<file path="config.mk">
export PLATFORM = sky130hd
export DESIGN_NAME = uart_tx_buffer
export DESIGN_NICKNAME = d
export VERILOG_FILES = /design/src/rtl/uart_tx_buffer_pkg.sv /design/src/rtl/utx_fifo.sv /design/src/rtl/uart_tx_buffer.sv
export SDC_FILE = /design/constraint.sdc
export NUM_CORES = 1
export LEC_CHECK = 0
export ABC_AREA = 1
export BUFFER_PORTS_ARGS = -buffer_cell sky130_fd_sc_hd__buf_2
export CAP_MARGIN = 20
export CORE_MARGIN = 2
export CORE_UTILIZATION = 45
export CTS_CLUSTER_SIZE = 24
export DETAILED_ROUTE_END_ITERATION = 10
export GPL_ROUTABILITY_DRIVEN = 0
export GPL_TIMING_DRIVEN = 1
export PLACE_DENSITY = 0.6
export SYNTH_ARGS = -nofsm -noshare
export SYNTH_HDL_FRONTEND = slang
export SYNTH_HIERARCHICAL = 1
export SYNTH_SLANG_ARGS = --single-unit
</file>
<file path="constraint.sdc">
create_clock -name utxi_clk -period 3.02 [get_ports utxi_clk]
set_input_delay 0.604 -clock utxi_clk [delete_from_list [all_inputs] [get_ports utxi_clk]]
set_output_delay 0.604 -clock utxi_clk [all_outputs]
set_load 0.02 [all_outputs]
</file>
<file path="src/rtl/uart_tx_buffer_pkg.sv">
// rtl/uart_tx_buffer_pkg.sv - shared state encodings and default timing for the UART transmit buffer
package uart_tx_buffer_pkg;

   typedef enum logic [2:0] {
      UTX_IDLE      = 3'd0,
      UTX_SETUP     = 3'd1,
      UTX_STROBE    = 3'd2,
      UTX_WAIT_TBRE = 3'd3,
      UTX_WAIT_TSRE = 3'd4
   } utx_state_e;

   localparam int UTX_SETUP_CYCLES_DEF  = 2;
   localparam int UTX_STROBE_CYCLES_DEF = 4;

endpackage

</file>
<file path="src/rtl/utx_fifo.sv">
// rtl/utx_fifo.sv - parameterised synchronous byte FIFO with occupancy count
module utx_fifo #(
   parameter int DEPTH = 16,
   parameter int AW    = 4
) (
   input  logic          clk,
   input  logic          rst,
   input  logic          push,
   input  logic          pop,
   input  logic [7:0]    wr_data,
   output logic [7:0]    rd_data,
   output logic [AW:0]   level,
   output logic          full,
   output logic          empty
);

   logic [7:0]    mem [DEPTH];
   logic [AW-1:0] wr_ptr;
   logic [AW-1:0] rd_ptr;
   logic          do_push;
   logic          do_pop;

   assign full    = (level == (AW+1)'(DEPTH));
   assign empty   = (level == '0);
   assign do_pop  = pop && !empty;
   // A pop in the same cycle frees a slot, so a push into a full FIFO is still taken
   assign do_push = push && (!full || do_pop);
   assign rd_data = mem[rd_ptr];

   always_ff @(posedge clk) begin
      if (do_push) begin
         mem[wr_ptr] <= wr_data;
      end
   end

   always_ff @(posedge clk) begin
      if (rst) begin
         wr_ptr <= '0;
         rd_ptr <= '0;
         level  <= '0;
      end else begin
         if (do_push) begin
            wr_ptr <= wr_ptr + 1'b1;
         end
         if (do_pop) begin
            rd_ptr <= rd_ptr + 1'b1;
         end
         case ({do_push, do_pop})
            2'b10:   level <= level + 1'b1;
            2'b01:   level <= level - 1'b1;
            default: level <= level;
         endcase
      end
   end

endmodule

</file>
<file path="src/rtl/uart_tx_buffer.sv">
// rtl/uart_tx_buffer.sv - buffers CPU serial-port stores and drains them over the UART wrn/tbre/tsre handshake
module uart_tx_buffer
   import uart_tx_buffer_pkg::*;
#(
   parameter int DEPTH         = 16,
   parameter int AW            = 4,
   parameter int SETUP_CYCLES  = UTX_SETUP_CYCLES_DEF,
   parameter int STROBE_CYCLES = UTX_STROBE_CYCLES_DEF
) (
   input  logic          utxi_clk,
   input  logic          utxi_rst,
   input  logic          utxi_wrn,
   input  logic [7:0]    utxi_data,
   input  logic          utxi_bus_grant,
   input  logic          utxi_tbre,
   input  logic          utxi_tsre,
   output logic          utxo_bus_req,
   output logic          utxo_bus_oe,
   output logic [7:0]    utxo_bus_data,
   output logic          utxo_uart_wrn,
   output logic          utxo_writeable,
   output logic [AW:0]   utxo_level,
   output logic          utxo_idle,
   output logic          utxo_overflow,
   input  logic          utxi_ovf_clr
);

   localparam logic [AW+2:0] SETUP_LOAD  = (AW+3)'(SETUP_CYCLES - 1);
   localparam logic [AW+2:0] STROBE_LOAD = (AW+3)'(STROBE_CYCLES - 1);

   utx_state_e    state_q, state_d;
   logic [AW+2:0] cnt_q, cnt_d;
   logic          prev_wrn_q;
   logic          push_q;
   logic [7:0]    push_data_q;
   logic          pop;
   logic          req_d, oe_d, wrn_d;
   logic [7:0]    fifo_rd_data;
   logic          fifo_full, fifo_empty;

   utx_fifo #(.DEPTH(DEPTH), .AW(AW)) u_fifo (
      .clk     (utxi_clk),
      .rst     (utxi_rst),
      .push    (push_q),
      .pop     (pop),
      .wr_data (push_data_q),
      .rd_data (fifo_rd_data),
      .level   (utxo_level),
      .full    (fifo_full),
      .empty   (fifo_empty)
   );

   assign utxo_writeable = !fifo_full;
   assign utxo_idle      = fifo_empty && (state_q == UTX_IDLE);

   // Outputs are decoded from the next state so they leave the flops aligned with it
   always_comb begin
      state_d = state_q;
      cnt_d   = cnt_q;
      pop     = 1'b0;
      req_d   = 1'b0;
      oe_d    = 1'b0;
      wrn_d   = 1'b1;
      case (state_q)
         UTX_IDLE: begin
            req_d = !fifo_empty || push_q;
            if (utxo_bus_req && utxi_bus_grant && !fifo_empty) begin
               pop     = 1'b1;
               state_d = UTX_SETUP;
               cnt_d   = SETUP_LOAD;
               req_d   = 1'b1;
               oe_d    = 1'b1;
            end
         end
         UTX_SETUP: begin
            req_d = 1'b1;
            oe_d  = 1'b1;
            if (cnt_q == '0) begin
               state_d = UTX_STROBE;
               cnt_d   = STROBE_LOAD;
               wrn_d   = 1'b0;
            end else begin
               cnt_d = cnt_q - 1'b1;
            end
         end
         UTX_STROBE: begin
            if (cnt_q == '0) begin
               state_d = UTX_WAIT_TBRE;
            end else begin
               req_d = 1'b1;
               oe_d  = 1'b1;
               wrn_d = 1'b0;
               cnt_d = cnt_q - 1'b1;
            end
         end
         UTX_WAIT_TBRE: begin
            if (utxi_tbre) begin
               state_d = UTX_WAIT_TSRE;
            end
         end
         UTX_WAIT_TSRE: begin
            if (utxi_tsre) begin
               state_d = UTX_IDLE;
            end
         end
         default: state_d = UTX_IDLE;
      endcase
   end

   always_ff @(posedge utxi_clk) begin
      if (utxi_rst) begin
         state_q       <= UTX_IDLE;
         cnt_q         <= '0;
         prev_wrn_q    <= 1'b1;
         push_q        <= 1'b0;
         push_data_q   <= '0;
         utxo_bus_req  <= 1'b0;
         utxo_bus_oe   <= 1'b0;
         utxo_uart_wrn <= 1'b1;
         utxo_bus_data <= '0;
         utxo_overflow <= 1'b0;
      end else begin
         state_q       <= state_d;
         cnt_q         <= cnt_d;
         prev_wrn_q    <= utxi_wrn;
         push_q        <= !utxi_wrn && prev_wrn_q;
         push_data_q   <= utxi_data;
         utxo_bus_req  <= req_d;
         utxo_bus_oe   <= oe_d;
         utxo_uart_wrn <= wrn_d;
         if (pop) begin
            utxo_bus_data <= fifo_rd_data;
         end
         // A dropped push outranks a simultaneous clear
         if (push_q && fifo_full && !pop) begin
            utxo_overflow <= 1'b1;
         end else if (utxi_ovf_clr) begin
            utxo_overflow <= 1'b0;
         end
      end
   end

endmodule
</file>
==> impl_metrics.tcl, run 1 <==
set metrics [dict create \
    status "complete, no violations" \
    antennaDiodeCount 0 \
    final-hold-violation-count 0 \
    overflow 0 \
    ir_drop_v 0.000433 \
    min_path_type "in2reg" \
    clock-sinks 177 \
    grt.total_usage_pct 18.5 \
    drtPass1Iterations 5 \
    synth_top_area_share_pct 50.9 \
    clk_latency_ns 0.43 \
    synth.ff_latch_count 177 \
    cts_tree "built" \
    die_w_um 134 \
    setup_viol 0 \
    syn_to_final_growth_pct 13.5 \
    cts_hold_buf 0 \
    min_period_ns 2.52 \
    clk_pin_slew_ns 0.06 \
    cts_setup_buffers 0 \
    nFillCells 1482 \
    pin_count 34 \
    antenna_found_initial 0 \
    yosysUniqueCellTypes 32 \
    start_kind "flip-flop" \
    via_count 5090 \
    finish.net_count 795 \
    grt_pass1_vias 4973 \
    critical_path_class "reg2reg" \
    cp_data_arrival_time_ns 2.58 \
    floorplan.rows 47 \
    setup_tns_ns 0 \
    cts_resized 0 \
    syn_area_per_cell_sq_um 10.3 \
    post-route-drc-count 0 \
    place_hpwl_um 10400 \
    yosysSeqAreaShare_pct 63.8 \
    required_ns 3.08 \
    synth_largest_area_cell "edfxtp_1" \
    chipHeight_um 134 \
    core_area_sq_um 16500 \
    synth.area.top_cells "edfxtp_1 51%, dfxtp_1 13%, inv_1 5.6%, nand3_1 4.4%, nand2_1 4.3%" \
    crit_path_end_kind "flip-flop" \
    worst_pin_slew_ns 0.732 \
    cts_buffers 17 \
    synth_cells 736 \
    grt_max_degree 129 \
    rsz0062_at_grt "no" \
    synth_nets 762 \
    whs_ns 0.378 \
    ys_warn_count 6 \
    critPathMaxFanout 8 \
    pwr_density_cell_nw_per_um2 710 \
    totalWireLength_um 15700 \
    skew_ns 0.00847 \
    grt_first_pass_wirelength_um 25000 \
    drt-vias-per-instance 5.08 \
    power_leakage_nw 3.43 \
    start_util_pct 45.7 \
    timing.fmax_mhz 397 \
    final_core_util_pct 51.9 \
    drtIter0Drc 334 \
    drv_cap 0 \
    ant_nets 0 \
    syn-cell-area_sq_um 7560 \
    finalCritPeriodShare_pct 83.4 \
    relSlewSlack_pct 51.1 \
    drive_above_1_share_pct 13.2 \
    cts_buffer_depth 2 \
    wl_per_cell_um 15.6 \
    drv_slew 0 \
    root_buffer "clkbuf_16" \
    h-tree-depth 4 \
    fp.dieArea_sq_um 17800 \
    portBuffers 33 \
]
-- metal layers --
metal  up-vias  global-route usage [%]  share of wire (%)
li1       2533                       -                  -
met1      2408                    23.5                 44
met2       124                    30.6                 48
met3        25                    4.49                5.4
met4         0                    7.51                2.0
met5         -                       0                  0
-- cells in the mapped netlist --
cell type / instances
xor2_1: 3
o21ai_1: 1
inv_4: 1
nand2_1: 87
buf_2: 17
a211oi_1: 1
o21ai_0: 54
dfxtp_1: 49
inv_2: 1
edfxtp_1: 128
nor3_1: 1
a21oi_1: 43
nand3b_1: 2
fa_1: 1
nand3_1: 66
buf_6: 4
inv_1: 113
ha_1: 10
xnor2_1: 1
nand4_1: 1
clkinv_2: 1
or2_2: 1
nand2_2: 8
nor2_1: 85
o211ai_1: 32
clkbuf_1: 7
buf_4: 1
nand2_4: 1
nor2_2: 5
nor2_4: 3
nand3_2: 6
o21ai_2: 2
-- flip-flops by register name, summed over array words and instances, names as in the netlist, named ones only --
| signal | count |
|---|---|
| push_data_q | 8 |
| utxo_overflow | 1 |
| utxo_uart_wrn | 1 |
| cnt_q | 7 |
| u_fifo/wr_ptr | 4 |
| prev_wrn_q | 1 |
| push_q | 1 |
| utxo_bus_data | 8 |
| u_fifo/level | 5 |
| u_fifo/rd_ptr | 4 |
| utxo_bus_oe | 1 |
| state_q | 3 |
| u_fifo/mem | 128 |
| utxo_bus_req | 1 |
-- logic make-up (layout without fill, tap and decap cells) --
family / after synthesis / after routing / share of synthesized area, %
compound gates: 133 / 133 / 10.0
xor+xnor: 4 / 4 / 0.464
simple gates: 266 / 266 / 15.8
fa+ha+maj: 11 / 11 / 1.92
flops: 177 / 177 / 63.8
buf+inv: 145 / 191 / 7.98
-- critical path, stage by stage, from the launching register on --
cell	delay [ns]
dfxtp_1	0.44
nor2_4	0.08
nand3_2	0.09
inv_1	0.06
inv_1	0.08
nand3_1	0.08
nor2_2	0.20
nor2_1	0.08
nor2_2	0.23
nand2_1	0.24
nor2_1	0.57
-- layout by cell type, fill, tap and decap left out, drive strengths merged, types with 2 or more instances in the layout --
cell | synthesis | routed
inv | 115 | 117
nor2 | 93 | 93
clkinv | 1 | 4
buf | 22 | 43
ha | 10 | 10
o21ai | 57 | 57
xor2 | 3 | 3
o211ai | 32 | 32
nand3 | 72 | 72
clkbuf | 7 | 19
nand3b | 2 | 2
nand2 | 96 | 96
bufinv | 0 | 5
clkinvlp | 0 | 3
a21oi | 43 | 43
edfxtp | 128 | 128
dfxtp | 49 | 49
-- power by group --
group | internal (mW) | switching, mW
Sequential | 2.70 | 0.113
Clock | 1.47 | 0.892
Combinational | 0.301 | 0.613
Total | 4.47 | 1.62
-- final timing paths --
check             startpoint                to  slack [ns]  cells after the start
max          u_fifo/level[0]  u_fifo/mem[4][2]        0.50                     10
min                 utxi_wrn        prev_wrn_q        0.38                      2
max reg2reg  u_fifo/level[0]  u_fifo/mem[4][2]        0.50                     10
min reg2reg       prev_wrn_q            push_q        0.42                      2
-- layout make-up --
cell class | instances | area [sq um] | area share [%]
Multi-Input combinational cell | 414 | 2130 | 24.8
Clock inverter | 13 | 208 | 2.42
Timing Repair Buffer | 43 | 265 | 3.09
Inverter | 116 | 439 | 5.12
Tap cell | 220 | 275 | 3.21
Clock buffer | 19 | 433 | 5.05
Sequential cell | 177 | 4830 | 56.3
-- per-stage QoR --
step / area [sq um] / setup WS [ns] / std cells / total power [mW]
after floorplan: 7560 / 0.635 / 736 / 3.53
after global placement: 7940 / 0.643 / 970 / 3.75
after detailed placement: 7940 / 0.557 / 970 / 3.77
after CTS: 8580 / 0.536 / 1002 / 6.14
after global routing: 8580 / 0.294 / 1002 / 6.37
final: 8580 / 0.502 / 1002 / 6.09
Note: power is estimated with default switching activity, not from simulation.
==> run 2: changes to the inputs <==
--- a/config.mk
+++ b/config.mk
@@ -5,7 +5,7 @@
 export SDC_FILE = /design/constraint.sdc
 export NUM_CORES = 1
 export LEC_CHECK = 0
-export ABC_AREA = 1
+export ABC_AREA = 0
 export BUFFER_PORTS_ARGS = -buffer_cell sky130_fd_sc_hd__buf_2
 export CAP_MARGIN = 20
 export CORE_MARGIN = 2
@@ -14,7 +14,7 @@
 export DETAILED_ROUTE_END_ITERATION = 10
 export GPL_ROUTABILITY_DRIVEN = 0
 export GPL_TIMING_DRIVEN = 1
-export PLACE_DENSITY = 0.6
+export PLACE_DENSITY = 0.63
 export SYNTH_ARGS = -nofsm -noshare
 export SYNTH_HDL_FRONTEND = slang
 export SYNTH_HIERARCHICAL = 1
==> constraint.sdc (replaced) <==
create_clock -name utxi_clk -period 2.25 [get_ports utxi_clk]
set_input_delay 0.45 -clock utxi_clk [delete_from_list [all_inputs] [get_ports utxi_clk]]
set_output_delay 0.45 -clock utxi_clk [all_outputs]
set_load 0.02 [all_outputs]
==> run 2 against run 1 <==
- the run now ends with setup timing left
- count of clock-buffer cells in the layout grew 4
- routed wire length shrank 2.1%
- setup slack lost 1.0 ns
- total power grew 29%
- critical path depth grew 2
- global-route usage grew 0.16 points
- largest cell class unchanged
==> impl_metrics.tcl, run 2 <==
set metrics [dict create \
    setup_viol 147 \
    final_common_cell "edfxtp_1" \
    synth_top_area_share_pct 52.6 \
    cp_data_arrival_time_ns 3.06 \
    syn_to_final_growth_pct 24.5 \
    synth_common_cells "128 x edfxtp_1, 49 x dfxtp_1, 33 x nor2_1" \
    critPathMaxFanout 3 \
    place_hpwl_um 10100 \
    top_regs "u_fifo/mem (128), push_data_q (8), utxo_bus_data (8)" \
    design_area_sq_um 9090 \
    reg2reg_slack_ns -0.52 \
    failed_checks "setup timing" \
    overflow 0 \
    cts_tree "built" \
    crit_path_end_kind "flip-flop" \
    via_count 4323 \
    dp.cells 737 \
    drive_above_1_share_pct 36.8 \
    dp_slack_ns -0.489 \
    finish.net_count 587 \
    dpl-instance-area_sq_um 8100 \
    fin_cells 790 \
    start_util_pct 46.0 \
    wl_per_cell_um 19.4 \
    status "finished, violations left" \
    final-hold-violation-count 0 \
    synth_ff_type "edfxtp_1" \
    ys_async_sr_fraction_pct 0 \
    chipHeight_um 131 \
    min_path_type "in2reg" \
    syn-cell-area_sq_um 7310 \
    ys_warn_count 6 \
    setup_slack_ns -0.522 \
    hold-path-endpoint "prev_wrn_q" \
    grt_max_degree 33 \
    drtIter0Drc 294 \
    synth.ff_latch_count 177 \
    critical_path_class "reg2reg" \
    mostFrequentLayoutCells "128 x edfxtp_1, 44 x dfxtp_1, 33 x buf_4, 32 x buf_2, 32 x mux4_2" \
    yosysSeqAreaShare_pct 66.0 \
    total_power_mw 7.87 \
    syn_area_per_cell_sq_um 15.3 \
    clk_latency_ns 0.43 \
    finalCritPeriodShare_pct 123 \
    grt.total_usage_pct 18.7 \
    cts_buffers 17 \
    relSlewSlack_pct 50.1 \
    min_path_cells 2 \
    grt_pass1_vias 4432 \
    rsz0062_at_grt "yes" \
    hp-start "utxi_wrn" \
    top_register "u_fifo/mem" \
    h-tree-depth 4 \
    totalWireLength_um 15300 \
    cp-startpoint "u_fifo/level[2]" \
    timing.fmax_mhz 361 \
    synth_edf_count 128 \
    antenna_found_initial 0 \
    cts_buffer_depth 2 \
    clock-sinks 177 \
    power_leakage_nw 3.21 \
    synth_largest_area_cell "edfxtp_1" \
    worst_pin_slew_ns 0.747 \
    clk_pin_slew_ns 0.06 \
    drtPass1Iterations 4 \
    r2r-start "u_fifo/level[2]" \
    drv_slew 0 \
    floorplan.rows 46 \
    die_w_um 131 \
    fp.dieArea_sq_um 17300 \
    required_ns 2.54 \
    r2r_end "u_fifo/level[4]" \
    synth_cells 477 \
    min_period_ns 2.77 \
    root_buffer "clkbuf_16" \
    whs_ns 0.240 \
    antennaDiodeCount 0 \
    ant_nets 0 \
    pwr_density_cell_nw_per_um2 865 \
    grt_first_pass_wirelength_um 24400 \
    pin_count 34 \
    drv_cap 0 \
    largest_reg_flops 128 \
    start_kind "flip-flop" \
    yosysUniqueCellTypes 62 \
    post-route-drc-count 0 \
    yosysMostFrequentCell "edfxtp_1" \
    portBuffers 33 \
    skew_ns 0.0106 \
    core_area_sq_um 15900 \
    ir_drop_v 0.000558 \
    synth.area.top_cells "edfxtp_1 53%, dfxtp_1 13%, mux4_2 9.9%, ha_1 1.7%, nor2_1 1.7%" \
    worst-r2r-cell-count 12 \
    synth_nets 503 \
    drt-vias-per-instance 5.47 \
]
## run 2: repair_timing
action	4_1_cts	5_1_grt
hold buffers	0	0
setup buffers	14	10
pin swaps	14	7
setup endpoints to repair	137	147
gates resized for setup	39	14
## run 2: where the power goes
part	internal (mW)	leakage, nW	total (mW)	switching, mW
clock	1.49	0.249	2.69	1.21
sequential	3.60	1.57	3.70	0.102
combinational	0.689	1.39	1.48	0.787
total	5.77	3.21	7.87	2.10
## run 2: per-layer routing
metal	part of all wire [%]	GRT usage (%)	up-vias
met5	0	0	-
met2	51	31.2	114
met4	1.3	5.80	0
met3	6.1	4.17	15
met1	42	24.5	2169
li1	-	-	2025
## run 2: per-stage QoR
stage / utilization [%] / setup TNS, ns
global placement: 51.0 / -27.22
CTS: 56.4 / -58.95
global route: 57.2 / -76.17
finish: 57.2 / -61.17
detailed placement: 51.0 / -32.72
floorplan: - / -48.10
## run 2: how the worst max path moves through the flow
stage                                  to  slack, ns
final                     u_fifo/level[4]      -0.52
after global placement    u_fifo/level[4]      -0.42
after CTS                 u_fifo/level[4]      -0.51
after global routing      u_fifo/level[4]      -0.61
after detailed placement  u_fifo/level[4]      -0.49
after floorplan           u_fifo/level[4]      -0.75
## run 2: area by class of cell
type	count	area, sq um
multi-input cells	255	2640
fillers	1258	6790
well taps	216	270
clock buffers	23	468
flip-flops and latches	177	4830
inverters	22	87.6
repair buffers	88	722
clock inverters	9	75.1
## run 2: critical path, stage by stage, from the launching register on
cell and delay, ns:
dfxtp_2 0.32, or4_4 0.55, nor2_4 0.10, nand4b_1 0.22, inv_6 0.03, nor2b_4 0.12, o21ai_2 0.08, inv_2 0.10
ha_4 0.29, nand2b_4 0.06, o2bb2ai_4 0.14, mux2i_1 0.13, or4_1 0.51
## run 2: cells by family (layout without fill, tap and decap cells)
| kind of cell | after synthesis | count (layout) | synth area share [%] |
|---|---|---|---|
| compound gates | 73 | 73 | 7.96 |
| xor+xnor | 4 | 4 | 0.480 |
| buf+inv | 45 | 142 | 2.52 |
| mux | 44 | 44 | 11.5 |
| fa+ha+maj | 11 | 11 | 1.99 |
| simple gates | 123 | 123 | 9.50 |
| flops | 177 | 177 | 66.0 |
==> run 3: changes to the inputs <==
--- a/config.mk
+++ b/config.mk
@@ -8,7 +8,6 @@
 export ABC_AREA = 0
 export BUFFER_PORTS_ARGS = -buffer_cell sky130_fd_sc_hd__buf_2
 export CAP_MARGIN = 20
-export CORE_MARGIN = 2
 export CORE_UTILIZATION = 45
 export CTS_CLUSTER_SIZE = 24
 export DETAILED_ROUTE_END_ITERATION = 10
@@ -19,3 +18,4 @@
 export SYNTH_HDL_FRONTEND = slang
 export SYNTH_HIERARCHICAL = 1
 export SYNTH_SLANG_ARGS = --single-unit
+export TNS_END_PERCENT = 1
==> run 3 against run 2 <==
- the flow still finishes with violations (setup timing)
- final area fell by 4.1%
- sequential share of layout area rose by 2.3 points
- register-to-register slack improved by 0.05 ns
- total power fell by 0.91%
- setup slack improved by 0.054 ns
- utilization fell by 2.3 points
- count of clock-buffer cells in the layout fell by 1
- routed wire length fell by 6.0%
- first-iteration DRC count fell by 15%
- fmax rose by 2.0%
- via count fell by 3.1%
- critical endpoint unchanged
- critical path depth did not move
==> impl_metrics.tcl, run 3 (same netlist as run 2, synthesis figures left out) <==
set metrics [dict create \
    status "finished, violations left" \
    failed_checks "setup timing" \
    clk_pin_slew_ns 0.06 \
    start_kind "flip-flop" \
    max_stage_delay_ns 0.55 \
    cp_data_arrival_time_ns 3.02 \
    worst-r2r-cell-count 12 \
    crit_path_end_kind "flip-flop" \
    required_ns 2.55 \
    cts_buffer_depth 2 \
    min_period_ns 2.72 \
    pin_count 34 \
    nFillCells 1303 \
    grt_pass1_vias 4294 \
    min_path_type "in2reg" \
    drive_above_1_share_pct 31.8 \
    finalCritPeriodShare_pct 121 \
    floorplan.rows 46 \
    die_w_um 129 \
    setup_slack_ns -0.468 \
    top_register "u_fifo/mem" \
    final_common_cell "edfxtp_1" \
    totalWireLength_um 14400 \
    clk_latency_ns 0.43 \
    design_area_sq_um 8720 \
    worst_pin_slew_ns 0.844 \
    largest_reg_flops 128 \
    h-tree-depth 4 \
    ant_nets 0 \
    ir_drop_v 0.000555 \
    area.sequential_sq_um 4830 \
    start_util_pct 46.0 \
    grt_first_pass_wirelength_um 22800 \
    fp.dieArea_sq_um 16700 \
    drt-vias-per-instance 5.44 \
    whs_ns 0.226 \
    power_leakage_nw 3.10 \
    cp_slowest_cell "or4_4" \
    total_power_mw 7.80 \
    chipHeight_um 129 \
    rsz0062_at_grt "yes" \
    overflow 0 \
    syn_to_final_growth_pct 19.4 \
    cp-startpoint "u_fifo/level[3]" \
    core_area_sq_um 15900 \
    pwr_density_cell_nw_per_um2 894 \
    skew_ns 0.0109 \
    critical_path_class "reg2reg" \
    crit_chain "or4_4, nor2_4, nand4b_1, inv_4, nor2b_4, o21ai_2, inv_2, ha_4, nand2b_4, o2bb2ai_4, mux2i_1, or4_1" \
    post-route-drc-count 0 \
    reg2reg_slack_ns -0.47 \
    relSlewSlack_pct 43.5 \
    via_count 4189 \
    grt.total_usage_pct 18.7 \
    drv_slew 0 \
    setup_viol 119 \
    timing.fmax_mhz 368 \
    clock-sinks 177 \
    place_hpwl_um 9380 \
    multi_input_area_sq_um 2450 \
    drtPass1Iterations 4 \
    final-hold-violation-count 0 \
    r2r-start "u_fifo/level[3]" \
    hp-start "utxi_wrn" \
    crit_path_end "u_fifo/level[4]" \
    wl_per_cell_um 18.7 \
    critPathMaxFanout 3 \
    finish.net_count 567 \
    cts_buffers 17 \
    dpl-instance-area_sq_um 7980 \
    root_buffer "clkbuf_16" \
    r2r_end "u_fifo/level[4]" \
    drv_cap 0 \
    dp_slack_ns -0.520 \
    portBuffers 33 \
    cts_hold_buf 0 \
    antenna_found_initial 0 \
    drtIter0Drc 250 \
    mostFrequentLayoutCells "128 x edfxtp_1, 45 x dfxtp_1, 32 x buf_2, 32 x mux4_2" \
    grt_max_degree 33 \
    cts_tree "built" \
    top_regs "u_fifo/mem (128), push_data_q (8), utxo_bus_data (8)" \
    antennaDiodeCount 0 \
]
## run 3: worst min path at each step
stage	end	slack [ns]	cells after the start
6_report	prev_wrn_q	0.23	2
5_1_grt	push_data_q[6]	0.23	2
4_1_cts	prev_wrn_q	0.20	2
3_5_place_dp	push_q	0.42	2
3_3_place_gp	push_q	0.40	2
2_1_floorplan	push_q	0.39	2
## run 3: metal layers
| metal | vias to the layer above | share of wire (%) | wire (um) | track usage (%) |
|---|---|---|---|---|
| met4 | 0 | 1.1 | 160 | 7.05 |
| met2 | 96 | 53 | 7600 | 32.4 |
| met3 | 12 | 4.7 | 672 | 4.67 |
| li1 | 1981 | - | - | - |
| met5 | - | 0 | 0 | 0 |
| met1 | 2100 | 42 | 5990 | 22.8 |
## run 3: layout make-up
class | instances | area share (%)
Clock buffer | 22 | 5.45
Multi-Input combinational cell | 255 | 28.1
Inverter | 22 | 0.975
Sequential cell | 177 | 55.4
Tap cell | 216 | 3.10
Clock inverter | 10 | 1.16
Timing Repair Buffer | 68 | 5.84
## run 3: repair_timing
item,in CTS,in global routing
endpoints found under the setup margin,132,137
resized for setup,31,6
hold endpoints to repair,0,0
buffers inserted,2,3
pin swaps,15,5
## run 3: metrics by stage
stage,std cells,util [%],TNS [ns]
2_1_floorplan,477,-,-56.60
3_3_place_gp,733,50.2,-25.27
3_5_place_dp,733,50.2,-28.91
4_1_cts,767,54.6,-12.06
5_1_grt,770,54.9,-28.78
6_report,770,54.9,-13.89
## run 3: critical path, delay by kind of cell, from the launching register on
family,cells,cell delay [ns]
AO/OA/AOI/OAI,2,0.20
flip-flops,1,0.34
multiplexers,1,0.12
buffers and inverters,2,0.13
AND/OR/NAND/NOR,6,1.50
adder cells (fa/ha/maj),1,0.30
## run 3: power by group
| part | switching, mW | leakage (nW) | internal, mW |
|---|---|---|---|
| logic | 0.714 | 1.25 | 0.550 |
| clock network | 1.20 | 0.278 | 1.63 |
| registers | 0.0994 | 1.57 | 3.60 |
| total | 2.02 | 3.10 | 5.78 |
